<file path="config.mk">
export PLATFORM = sky130hd
export DESIGN_NAME = axi_cache_bridge
export DESIGN_NICKNAME = d
export VERILOG_FILES = /design/src/rtl/axi_cache_bridge_pkg.sv /design/src/rtl/axi_line_writer.sv /design/src/rtl/axi_cache_bridge.sv
export SDC_FILE = /design/constraint.sdc
export NUM_CORES = 1
export LEC_CHECK = 0
export CAP_MARGIN = 25
export CELL_PAD_IN_SITES_DETAIL_PLACEMENT = 0
export CELL_PAD_IN_SITES_GLOBAL_PLACEMENT = 1
export CORE_MARGIN = 5
export CORE_UTILIZATION = 36
export CTS_CLUSTER_SIZE = 25
export DETAILED_ROUTE_END_ITERATION = 12
export PLACE_DENSITY_LB_ADDON = 0.08
export SKIP_CTS_REPAIR_TIMING = 1
export SLEW_MARGIN = 20
export SYNTH_ARGS = -nofsm -noshare
export SYNTH_HDL_FRONTEND = slang
export SYNTH_SLANG_ARGS = --single-unit
</file>
<file path="constraint.sdc">
create_clock -name clk -period 2.45 [get_ports clk]
set_input_delay 0.49 -clock clk [delete_from_list [all_inputs] [get_ports clk]]
set_output_delay 0.49 -clock clk [all_outputs]
set_load 0.005 [all_outputs]
</file>
<file path="src/rtl/axi_cache_bridge_pkg.sv">
// Shared definitions for the cache-line AXI bridge: burst constants and FSM state types.
// Latency: n/a (definitions only).
// Backpressure: n/a.
package axi_cache_bridge_pkg;

    // Every line transfer is a 4-beat, 32-bit, incrementing burst.
    localparam logic [7:0] AXI_LEN   = 8'd3;
    localparam logic [2:0] AXI_SIZE  = 3'd2;
    localparam logic [1:0] AXI_INCR  = 2'b01;
    localparam int         LINE_WORDS = 4;

    typedef enum logic [1:0] {
        R_IDLE,
        R_AR,
        R_DATA,
        R_DONE
    } rd_state_t;

    typedef enum logic [2:0] {
        W_IDLE,
        W_AW,
        W_DATA,
        W_B,
        W_DONE
    } wr_state_t;

endpackage

</file>
<file path="src/rtl/axi_line_writer.sv">
// Writes one 128-bit cache line as a 4-beat AXI burst (AW, then W beats low word first, then B).
// Latency: awvalid the cycle after accept; wr_valid pulses the cycle after the B handshake.
// Backpressure: wr_rdy only in W_IDLE; every AXI valid is held until its ready.
// Ports: clk/resetn; cache write request (wr_req/wr_addr/wr_data/wr_rdy/wr_valid);
//        busy + line_addr for read-after-write ordering; AXI AW, W and B channels.
module axi_line_writer
    import axi_cache_bridge_pkg::*;
#(
    parameter logic [3:0] AXI_ID      = 4'd1,
    parameter int         BURST_WORDS = 4
) (
    input  logic         clk,
    input  logic         resetn,
    input  logic         wr_req,
    input  logic [31:0]  wr_addr,
    input  logic [127:0] wr_data,
    output logic         wr_rdy,
    output logic         wr_valid,
    output logic         busy,
    output logic [27:0]  line_addr,
    output logic [3:0]   awid,
    output logic [31:0]  awaddr,
    output logic [7:0]   awlen,
    output logic [2:0]   awsize,
    output logic [1:0]   awburst,
    output logic         awvalid,
    input  logic         awready,
    output logic [3:0]   wid,
    output logic [31:0]  wdata,
    output logic [3:0]   wstrb,
    output logic         wlast,
    output logic         wvalid,
    input  logic         wready,
    input  logic         bvalid,
    output logic         bready
);

    localparam logic [1:0] LAST_BEAT = 2'(BURST_WORDS - 1);

    wr_state_t     state_q;
    logic [1:0]    beat_q;
    logic [27:0]   line_q;
    logic [127:0]  data_q;
    logic          unused_offset;

    // The byte offset inside the line is irrelevant: whole lines are written.
    assign unused_offset = ^wr_addr[3:0];

    assign wr_rdy    = (state_q == W_IDLE);
    assign busy      = (state_q != W_IDLE);
    assign line_addr = line_q;

    assign awid    = AXI_ID;
    assign wid     = AXI_ID;
    assign awaddr  = {line_q, 4'b0000};
    assign awlen   = AXI_LEN;
    assign awsize  = AXI_SIZE;
    assign awburst = AXI_INCR;
    assign wstrb   = 4'hF;
    assign wdata   = data_q[{beat_q, 5'b00000} +: 32];

    always_ff @(posedge clk or negedge resetn) begin
        if (!resetn) begin
            state_q  <= W_IDLE;
            beat_q   <= 2'd0;
            line_q   <= 28'd0;
            data_q   <= 128'd0;
            awvalid  <= 1'b0;
            wvalid   <= 1'b0;
            wlast    <= 1'b0;
            bready   <= 1'b0;
            wr_valid <= 1'b0;
        end else begin
            case (state_q)
                W_IDLE: begin
                    if (wr_req) begin
                        line_q  <= wr_addr[31:4];
                        data_q  <= wr_data;
                        awvalid <= 1'b1;
                        state_q <= W_AW;
                    end
                end
                W_AW: begin
                    if (awready) begin
                        awvalid <= 1'b0;
                        wvalid  <= 1'b1;
                        beat_q  <= 2'd0;
                        wlast   <= 1'b0;
                        state_q <= W_DATA;
                    end
                end
                W_DATA: begin
                    if (wready) begin
                        if (beat_q == LAST_BEAT) begin
                            wvalid  <= 1'b0;
                            wlast   <= 1'b0;
                            bready  <= 1'b1;
                            state_q <= W_B;
                        end else begin
                            beat_q <= beat_q + 2'd1;
                            // wlast rides with the beat about to be presented.
                            wlast  <= (beat_q == LAST_BEAT - 2'd1);
                        end
                    end
                end
                W_B: begin
                    if (bvalid) begin
                        bready   <= 1'b0;
                        wr_valid <= 1'b1;
                        state_q  <= W_DONE;
                    end
                end
                W_DONE: begin
                    wr_valid <= 1'b0;
                    state_q  <= W_IDLE;
                end
                default: state_q <= W_IDLE;
            endcase
        end
    end

endmodule

</file>
<file path="src/rtl/axi_cache_bridge.sv">
// Bridges cache-line read/write requests onto a 32-bit AXI master with 4-beat INCR bursts.
// Latency: arvalid the cycle after a read accept; ret_valid the cycle after the rlast beat.
// Backpressure: rd_rdy/wr_rdy only when the respective FSM is idle; reads to a line with a write in flight are held off.
// Ports: clk/resetn; cache read side (rd_*/ret_*), cache write side (wr_*); AXI AR/R/AW/W/B.
module axi_cache_bridge
    import axi_cache_bridge_pkg::*;
#(
    parameter logic [3:0] AXI_ID      = 4'd1,
    parameter int         BURST_WORDS = 4
) (
    input  logic         clk,
    input  logic         resetn,
    // cache read side
    input  logic         rd_req,
    input  logic [31:0]  rd_addr,
    output logic         rd_rdy,
    output logic         ret_valid,
    output logic [127:0] ret_data,
    // cache write side
    input  logic         wr_req,
    input  logic [31:0]  wr_addr,
    input  logic [127:0] wr_data,
    output logic         wr_rdy,
    output logic         wr_valid,
    // AR
    output logic [3:0]   arid,
    output logic [31:0]  araddr,
    output logic [7:0]   arlen,
    output logic [2:0]   arsize,
    output logic [1:0]   arburst,
    output logic         arvalid,
    input  logic         arready,
    // R
    input  logic [3:0]   rid,
    input  logic [31:0]  rdata,
    input  logic [1:0]   rresp,
    input  logic         rlast,
    input  logic         rvalid,
    output logic         rready,
    // AW
    output logic [3:0]   awid,
    output logic [31:0]  awaddr,
    output logic [7:0]   awlen,
    output logic [2:0]   awsize,
    output logic [1:0]   awburst,
    output logic         awvalid,
    input  logic         awready,
    // W
    output logic [3:0]   wid,
    output logic [31:0]  wdata,
    output logic [3:0]   wstrb,
    output logic         wlast,
    output logic         wvalid,
    input  logic         wready,
    // B
    input  logic [3:0]   bid,
    input  logic [1:0]   bresp,
    input  logic         bvalid,
    output logic         bready
);

    rd_state_t    r_state_q;
    logic [1:0]   r_beat_q;
    logic         wr_busy;
    logic [27:0]  wr_line;
    logic         raw_block;
    logic         unused_axi;

    // Read IDs/responses are not checked; the low address nibble is dropped by line alignment.
    assign unused_axi = ^{rid, rresp, bid, bresp, rd_addr[3:0]};

    assign arid    = AXI_ID;
    assign arlen   = AXI_LEN;
    assign arsize  = AXI_SIZE;
    assign arburst = AXI_INCR;

    // Read-after-write to the same line waits for the write to finish. The second term
    // covers a write to that line being accepted in this very cycle, before it is latched.
    assign raw_block = (wr_busy && (rd_addr[31:4] == wr_line)) ||
                       (wr_req && wr_rdy && (rd_addr[31:4] == wr_addr[31:4]));
    assign rd_rdy    = (r_state_q == R_IDLE) && !raw_block;

    always_ff @(posedge clk or negedge resetn) begin
        if (!resetn) begin
            r_state_q <= R_IDLE;
            r_beat_q  <= 2'd0;
            araddr    <= 32'd0;
            arvalid   <= 1'b0;
            rready    <= 1'b0;
            ret_valid <= 1'b0;
            ret_data  <= 128'd0;
        end else begin
            case (r_state_q)
                R_IDLE: begin
                    if (rd_req && rd_rdy) begin
                        araddr    <= {rd_addr[31:4], 4'b0000};
                        arvalid   <= 1'b1;
                        r_beat_q  <= 2'd0;
                        r_state_q <= R_AR;
                    end
                end
                R_AR: begin
                    if (arready) begin
                        arvalid   <= 1'b0;
                        rready    <= 1'b1;
                        r_state_q <= R_DATA;
                    end
                end
                R_DATA: begin
                    if (rvalid) begin
                        // Words not reached before an early rlast keep their old contents.
                        ret_data[{r_beat_q, 5'b00000} +: 32] <= rdata;
                        r_beat_q <= r_beat_q + 2'd1;
                        if (rlast) begin
                            rready    <= 1'b0;
                            ret_valid <= 1'b1;
                            r_state_q <= R_DONE;
                        end
                    end
                end
                R_DONE: begin
                    ret_valid <= 1'b0;
                    r_state_q <= R_IDLE;
                end
                default: r_state_q <= R_IDLE;
            endcase
        end
    end

    axi_line_writer #(
        .AXI_ID      (AXI_ID),
        .BURST_WORDS (BURST_WORDS)
    ) u_writer (
        .clk       (clk),
        .resetn    (resetn),
        .wr_req    (wr_req),
        .wr_addr   (wr_addr),
        .wr_data   (wr_data),
        .wr_rdy    (wr_rdy),
        .wr_valid  (wr_valid),
        .busy      (wr_busy),
        .line_addr (wr_line),
        .awid      (awid),
        .awaddr    (awaddr),
        .awlen     (awlen),
        .awsize    (awsize),
        .awburst   (awburst),
        .awvalid   (awvalid),
        .awready   (awready),
        .wid       (wid),
        .wdata     (wdata),
        .wstrb     (wstrb),
        .wlast     (wlast),
        .wvalid    (wvalid),
        .wready    (wready),
        .bvalid    (bvalid),
        .bready    (bready)
    );

endmodule

</file>
# ---- Word-level counts from Yosys, hierarchy flattened
# Index checks and enable logic that the tools add are counted.
dict set report classes {
  magnitude_cmp 0
  n_shift 3
  mux 45
  eq_ne 21
  reduce_logical 33
  n_bitwise 0
  addsub 3
  div_mod_pow 0
  mul 0
}
# operator n
set op_table {}
lappend op_table {{128-bit bitwise mux} 1}
lappend op_table {{32-bit by 9-bit variable shift with 128-bit output (first input constant)} 1}
lappend op_table {{128-bit by 8-bit indexed part select with 32-bit output} 1}
lappend op_table {{32-bit by 9-bit indexed part select with 128-bit output} 1}
lappend op_table {{28-bit == test} 2}
lappend op_table {{4-bit AND reduction} 5}
lappend op_table {{1-bit two-way mux} 18}
lappend op_table {{2-bit two-way mux} 9}
lappend op_table {{2-bit inequality test (second input constant)} 8}
lappend op_table {{1-bit one-hot mux with 2 select lines} 8}
lappend op_table {{2-bit nonzero test} 8}
lappend op_table {{3-bit two-way mux} 5}
lappend op_table {{3-bit AND reduction} 5}
lappend op_table {{3-bit one-hot mux with 4 select lines} 1}
lappend op_table {{7-bit negation with 9-bit output} 1}
lappend op_table {{2-bit == test (second input constant)} 4}
lappend op_table {{2-bit one-hot mux with 2 select lines} 2}
lappend op_table {{2-bit one-hot mux with 4 select lines} 1}
lappend op_table {{2-bit AND reduction} 4}
lappend op_table {{3-bit by 2-bit == test with 1-bit output (second input constant)} 2}
lappend op_table {{1-bit logical AND} 5}
lappend op_table {{5-bit AND reduction} 1}
lappend op_table {{2-bit by 1-bit adder with 2-bit output (second input constant)} 2}
lappend op_table {{2-bit by 1-bit inequality test with 1-bit output (second input constant)} 2}
lappend op_table {{other kinds (8)} 8}
dict set report word_totals {
  mem_bits_rw 0
  register_bits 329
  n_memories 0
  romBits 0
  word_cells 121
  latch_bits 0
  input_bits 246
  out_inout_bits 276
}

# ---- Longest topological paths before layout
dict set report depth {
  depth_word 9
  ltp_mapped 10
  mapped_depth_nobuf 7
}

# ---- Cells and area by module
# Synthesis repeated with hierarchy kept, for this count alone.
dict set report hier_totals {
  hier_cells 982
  area_unflattened_um2 14440.1
}
# module area_per_inst_um2 cells_each instances seq_area_each_um2
set modules_own_cells {}
lappend modules_own_cells {axi_line_writer 7636.1 481 1 4154.0}
lappend modules_own_cells {axi_cache_bridge 6804.0 501 1 4078.9}

# ---- Worst setup path after synthesis
# OpenSTA, ideal clock, no wires.
dict set report synth_timing {
  kind {input-to-reg}
  startpoint {in rd_addr[27]}
  endpoint {reg r_state_q[1]}
  cell_stages 7
  slack_ns 0.385
  arrival_time_ns 1.937
  path_buffers 0
  t_required_ns 2.322
  setup_ns 0.128
  path_cell_list {xor2_1 > nor4_1 > nand4_1 > nor4_4 > nor3b_4 > o21ai_1 > mux2_1}
}
dict set report synth_between {
  elab_chain_len 8
  elab_cells_between_ends 10
  cone_classes {eq/ne (3); reduce/logical (7)}
}
# item line_no
set synth_lines {}
lappend synth_lines {{start: declaration} axi_cache_bridge.sv:15} ;# input logic [31:0] rd_addr,
lappend synth_lines {{28-bit == test, on equally long branches} {axi_cache_bridge.sv:79, axi_cache_bridge.sv:80}}
lappend synth_lines {{1-bit logical AND, on equally long branches} {axi_cache_bridge.sv:79, axi_cache_bridge.sv:80}}
lappend synth_lines {{1-bit logical OR (*)} axi_cache_bridge.sv:79} ;# assign raw_block = (wr_busy && (rd_addr[31:4] == wr_line)) ||
lappend synth_lines {{1-bit zero test (*)} axi_cache_bridge.sv:81} ;# assign rd_rdy = (r_state_q == R_IDLE) && !raw_block;
lappend synth_lines {{1-bit logical AND (*)} axi_cache_bridge.sv:81}
lappend synth_lines {{1-bit logical AND (*)} axi_cache_bridge.sv:95} ;# if (rd_req && rd_rdy) begin
lappend synth_lines {{2-bit by 1-bit inequality test with 1-bit output (no source line) (*)} n/a}
lappend synth_lines {{4-bit AND reduction (no source line) (*)} n/a}
lappend synth_lines {{end signal: assignment} axi_cache_bridge.sv:85} ;# r_state_q <= R_IDLE;
lappend synth_lines {{end signal: assignment} axi_cache_bridge.sv:99} ;# r_state_q <= R_AR;
lappend synth_lines {{end signal: assignment} axi_cache_bridge.sv:106} ;# r_state_q <= R_DATA;
lappend synth_lines {{end: declaration} axi_cache_bridge.sv:62} ;# rd_state_t r_state_q;
# Every way passes the cells marked *; elsewhere a longest branch is shown, timed or not.
# A chain may end at the register's enable or synchronous reset.

# ---- Worst setup path after layout
dict set report layout_timing {
  startpoint {in rd_addr[21]}
  endpoint {out rd_rdy}
}
dict set report layout_between {
  elab_chain_len 5
  elab_cells_between_ends 7
  cone_classes {eq/ne (2); reduce/logical (5)}
}
# item line_no
set layout_lines {}
lappend layout_lines {{28-bit == test, on equally long branches} {axi_cache_bridge.sv:79, axi_cache_bridge.sv:80}}
lappend layout_lines {{1-bit logical AND, on equally long branches} {axi_cache_bridge.sv:79, axi_cache_bridge.sv:80}}
lappend layout_lines {{1-bit logical OR (*)} axi_cache_bridge.sv:79}
lappend layout_lines {{1-bit zero test (*)} axi_cache_bridge.sv:81}
lappend layout_lines {{1-bit logical AND (*)} axi_cache_bridge.sv:81}
lappend layout_lines {{end: declaration} axi_cache_bridge.sv:16} ;# output logic rd_rdy,
# Marks and branches as above.

==> results.sh <==
export IMPL_status="finished with violations"
export IMPL_violations="setup timing"
export IMPL_area_delta_synth_final_pct=48.7
export IMPL_grt_overflow_total=0
export IMPL_port_buffers=451
export IMPL_min_path_type="primary input to register"
export IMPL_worst_slack_ns=-0.312
export IMPL_layout_worst_path_cycle_share_pct=113
export IMPL_syn_inst=964
export IMPL_cp_max_fo=3
export IMPL_hold_slack_ns=0.326
export IMPL_synth_most_common_cell="dfrtp_1"
export IMPL_synth_cell_types=42
export IMPL_initial_core_util_pct=36.6
export IMPL_worstSetupStartpointType="primary input"
export IMPL_synth_edf_count=0
export IMPL_fmax_mhz=362
export IMPL_die_area_um2=43500
export IMPL_cts_max_level=2
export IMPL_drv_cap=0
export IMPL_synth_top_cell_area_share_pct=58.0
export IMPL_hold_violations=0
export IMPL_fin_crit_ns=2.76
export IMPL_synth_ff_type="dfrtp_1"
export IMPL_crit_type="primary input to output port"
export IMPL_synth_adder_area_share_pct=0.969
export IMPL_via_count=10000
export IMPL_drc=0
export IMPL_synthTopCellsByCount="dfrtp_1, mux2_2, a22o_1, buf_4, xor2_1"
export IMPL_async_flop_share_pct=100
export IMPL_power_density_nw_per_um2=1140
export IMPL_drive_above_1_share_pct=27.1
export IMPL_grt_pass1_vias=11000
export IMPL_seq_area_um2=8240
export IMPL_multiInputGateArea_um2=5550
export IMPL_synth_area_mux_share_pct=20.6
export IMPL_core_area_um2=38800
export IMPL_synth_compound_gate_area_share_pct=9.43
export IMPL_worst_endpoint_arrival_ns=2.27
export IMPL_skew_ns=0.0106
export IMPL_first_pass_iters=4
export IMPL_critical_path_top_delay_family="simple AND/OR/NAND/NOR gates"
export IMPL_setup_violations=4
export IMPL_crit_chain="clkdlybuf4s50_1, xor2_1, nor4_2, nand4_1, nor4_4, nor2_2, clkbuf_2"
export IMPL_ant_nets=0
export IMPL_synth_xor_area_share_pct=3.51
export IMPL_wl_per_cell_um=22.3
export IMPL_pwr_share_clk_pct=23.3
export IMPL_critPathMaxStageDelay_ns=0.49
export IMPL_synth_top_family_by_area="multiplexers"
export IMPL_antenna_found_initial=10
export IMPL_p_seq_share_pct=36.6
export IMPL_relSlewSlack_pct=62.8
export IMPL_power_leakage_uw=0.00932
export IMPL_cts_tree="yes"
export IMPL_place_area_um2=19600
export IMPL_syn_avg_cell_area_um2=14.7
export IMPL_fillCellCount=3340
export IMPL_cp_required_ns=1.96
export IMPL_tns_ns=-0.387
export IMPL_seq_area_frac_synth_pct=58.0
export IMPL_yosys_warnings=0
export IMPL_cts_root_buf="clkbuf_16"
export IMPL_ios=522
export IMPL_totalWireLength_um=45400
export IMPL_total_power_uw=24100
export IMPL_switching_power_uw=7090
export IMPL_ys_top_cells_by_area="dfrtp_1, mux2_2, a22o_1"
export IMPL_clockBufferDepth=3
export IMPL_fp_dieH_um=209
export IMPL_cts_clk_slew_worst_paths_ns=0.06
export IMPL_synthesis_area_um2=14200
export IMPL_peakVddDrop_uv=584
export IMPL_gp_congestion=0.791
export IMPL_grt_max_degree=58
export IMPL_worst_pin_slew_ns=0.558
export IMPL_cts_sinks=329
export IMPL_insertion_delay_ns=0.52
export IMPL_rows=72
export IMPL_grt_pass1_wl_um=68900
export IMPL_final_cell_area_um2=21100
export IMPL_die_width_um=209
export IMPL_combPwrFrac_pct=40.1
export IMPL_synth_seq_cells=329
export IMPL_p_int_uw=17000
export IMPL_cts_buffers=38
export IMPL_swShare_pct=29.4
export IMPL_path_buf_inv=2
export IMPL_setup_worst_path_end_class="output port"
export IMPL_rsz0062_at_grt="true"
export IMPL_yosysTopAreaCell="dfrtp_1"
export IMPL_dp_hpwl_um=32700
export IMPL_drt_iter0_drc=449
export IMPL_synth_simple_gate_area_share_pct=2.63
export IMPL_fin_util_pct=54.4
export IMPL_track_usage_pct=20.1
export IMPL_via_per_inst=4.93
export IMPL_layout_nets=1740
export IMPL_drv_slew=0
export IMPL_cp_slowest_cell="clkdlybuf4s50_1"
-- stage by stage --
stage | setup WS, ns | std cells
4_1_cts | -0.636 | 2007
3_3_place_gp | -0.578 | 1940
6_report | -0.312 | 2036
5_1_grt | -0.434 | 2034
3_5_place_dp | -0.631 | 1940
2_1_floorplan | 0.385 | 1012
-- layer usage --
layer,GRT usage (%),part of all wire [%]
met1,25.2,41
met2,33.2,49
met3,7.35,8.4
met4,5.31,2.2
met5,0,0.055
-- power groups by stage --
stage / Clock (uW) / Combinational, uW / Sequential (uW)
detailed placement: 0 / 9810 / 8920
global route: 6000 / 10400 / 9120
CTS: 5770 / 9840 / 8870
finish: 5620 / 9690 / 8830
floorplan: 0 / 4830 / 8650
global placement: 0 / 9760 / 8890
-- flip-flops by register name, indices dropped and copies added, names as in the netlist --
name and count:
r_state_q 2, u_writer.line_addr 28, rready 1, araddr 28, ret_valid 1, u_writer.wr_valid 1
u_writer.data_q 128, r_beat_q 2, ret_data 128, u_writer.state_q 3, u_writer.bready 1, arvalid 1
u_writer.wlast 1, u_writer.wvalid 1, u_writer.awvalid 1, u_writer.beat_q 2
-- layout make-up --
cell class	count	area share [%]
Antenna cell	8	0.0948
Timing Repair Buffer	540	25.5
Sequential cell	329	39.0
Tap cell	518	3.07
Clock inverter	8	0.308
Clock buffer	59	5.56
Multi-Input combinational cell	563	26.3
Inverter	11	0.195
-- final timing paths --
check	startpoint	end	slack (ns)	depth (start not counted)
setup / recovery	rd_addr[21]	rd_rdy	-0.31	7
hold / removal	rd_addr[15]	araddr[15]	0.33	2
setup reg to reg	u_writer.state_q[1]	araddr[4]	0.03	8
hold reg to reg	ret_data[121]	ret_data[121]	0.50	1
max in group asynchronous	resetn	ret_data[98]	1.12	3
min in group asynchronous	resetn	araddr[17]	0.48	2
-- cells by family after synthesis --
kind of cell,Yosys count
adders and majority gates,11
other,2
and+or+nand+nor,64
muxes,219
xor gates and xnor gates,57
buffers and inverters,120
DFF,329
AOI/OAI and AO/OA,162
-- cells in the final DEF (no fill, tap or decap), types with 3 or more instances in the layout --
cell type / count
clkdlybuf4s50_1: 405
dfrtp_1: 327
mux2_2: 160
a22o_1: 129
buf_4: 64
conb_1: 50
clkbuf_16: 43
xor2_1: 42
mux4_2: 32
mux2_4: 26
dlymetal6s2s_1: 23
clkbuf_2: 21
buf_12: 15
nand2_1: 13
xnor2_1: 12
inv_1: 11
ha_1: 11
nor2_1: 10
o21ai_0: 10
clkbuf_1: 10
diode_2: 8
a21oi_1: 8
clkbuf_8: 8
nor4_2: 7
nor4_1: 7
nand4_1: 7
clkinv_2: 7
nand3_1: 4
nor3_1: 4
buf_6: 4
xor2_2: 3
o31ai_1: 3
buf_8: 3
No activity file was read; power rests on OpenSTA's default activity.
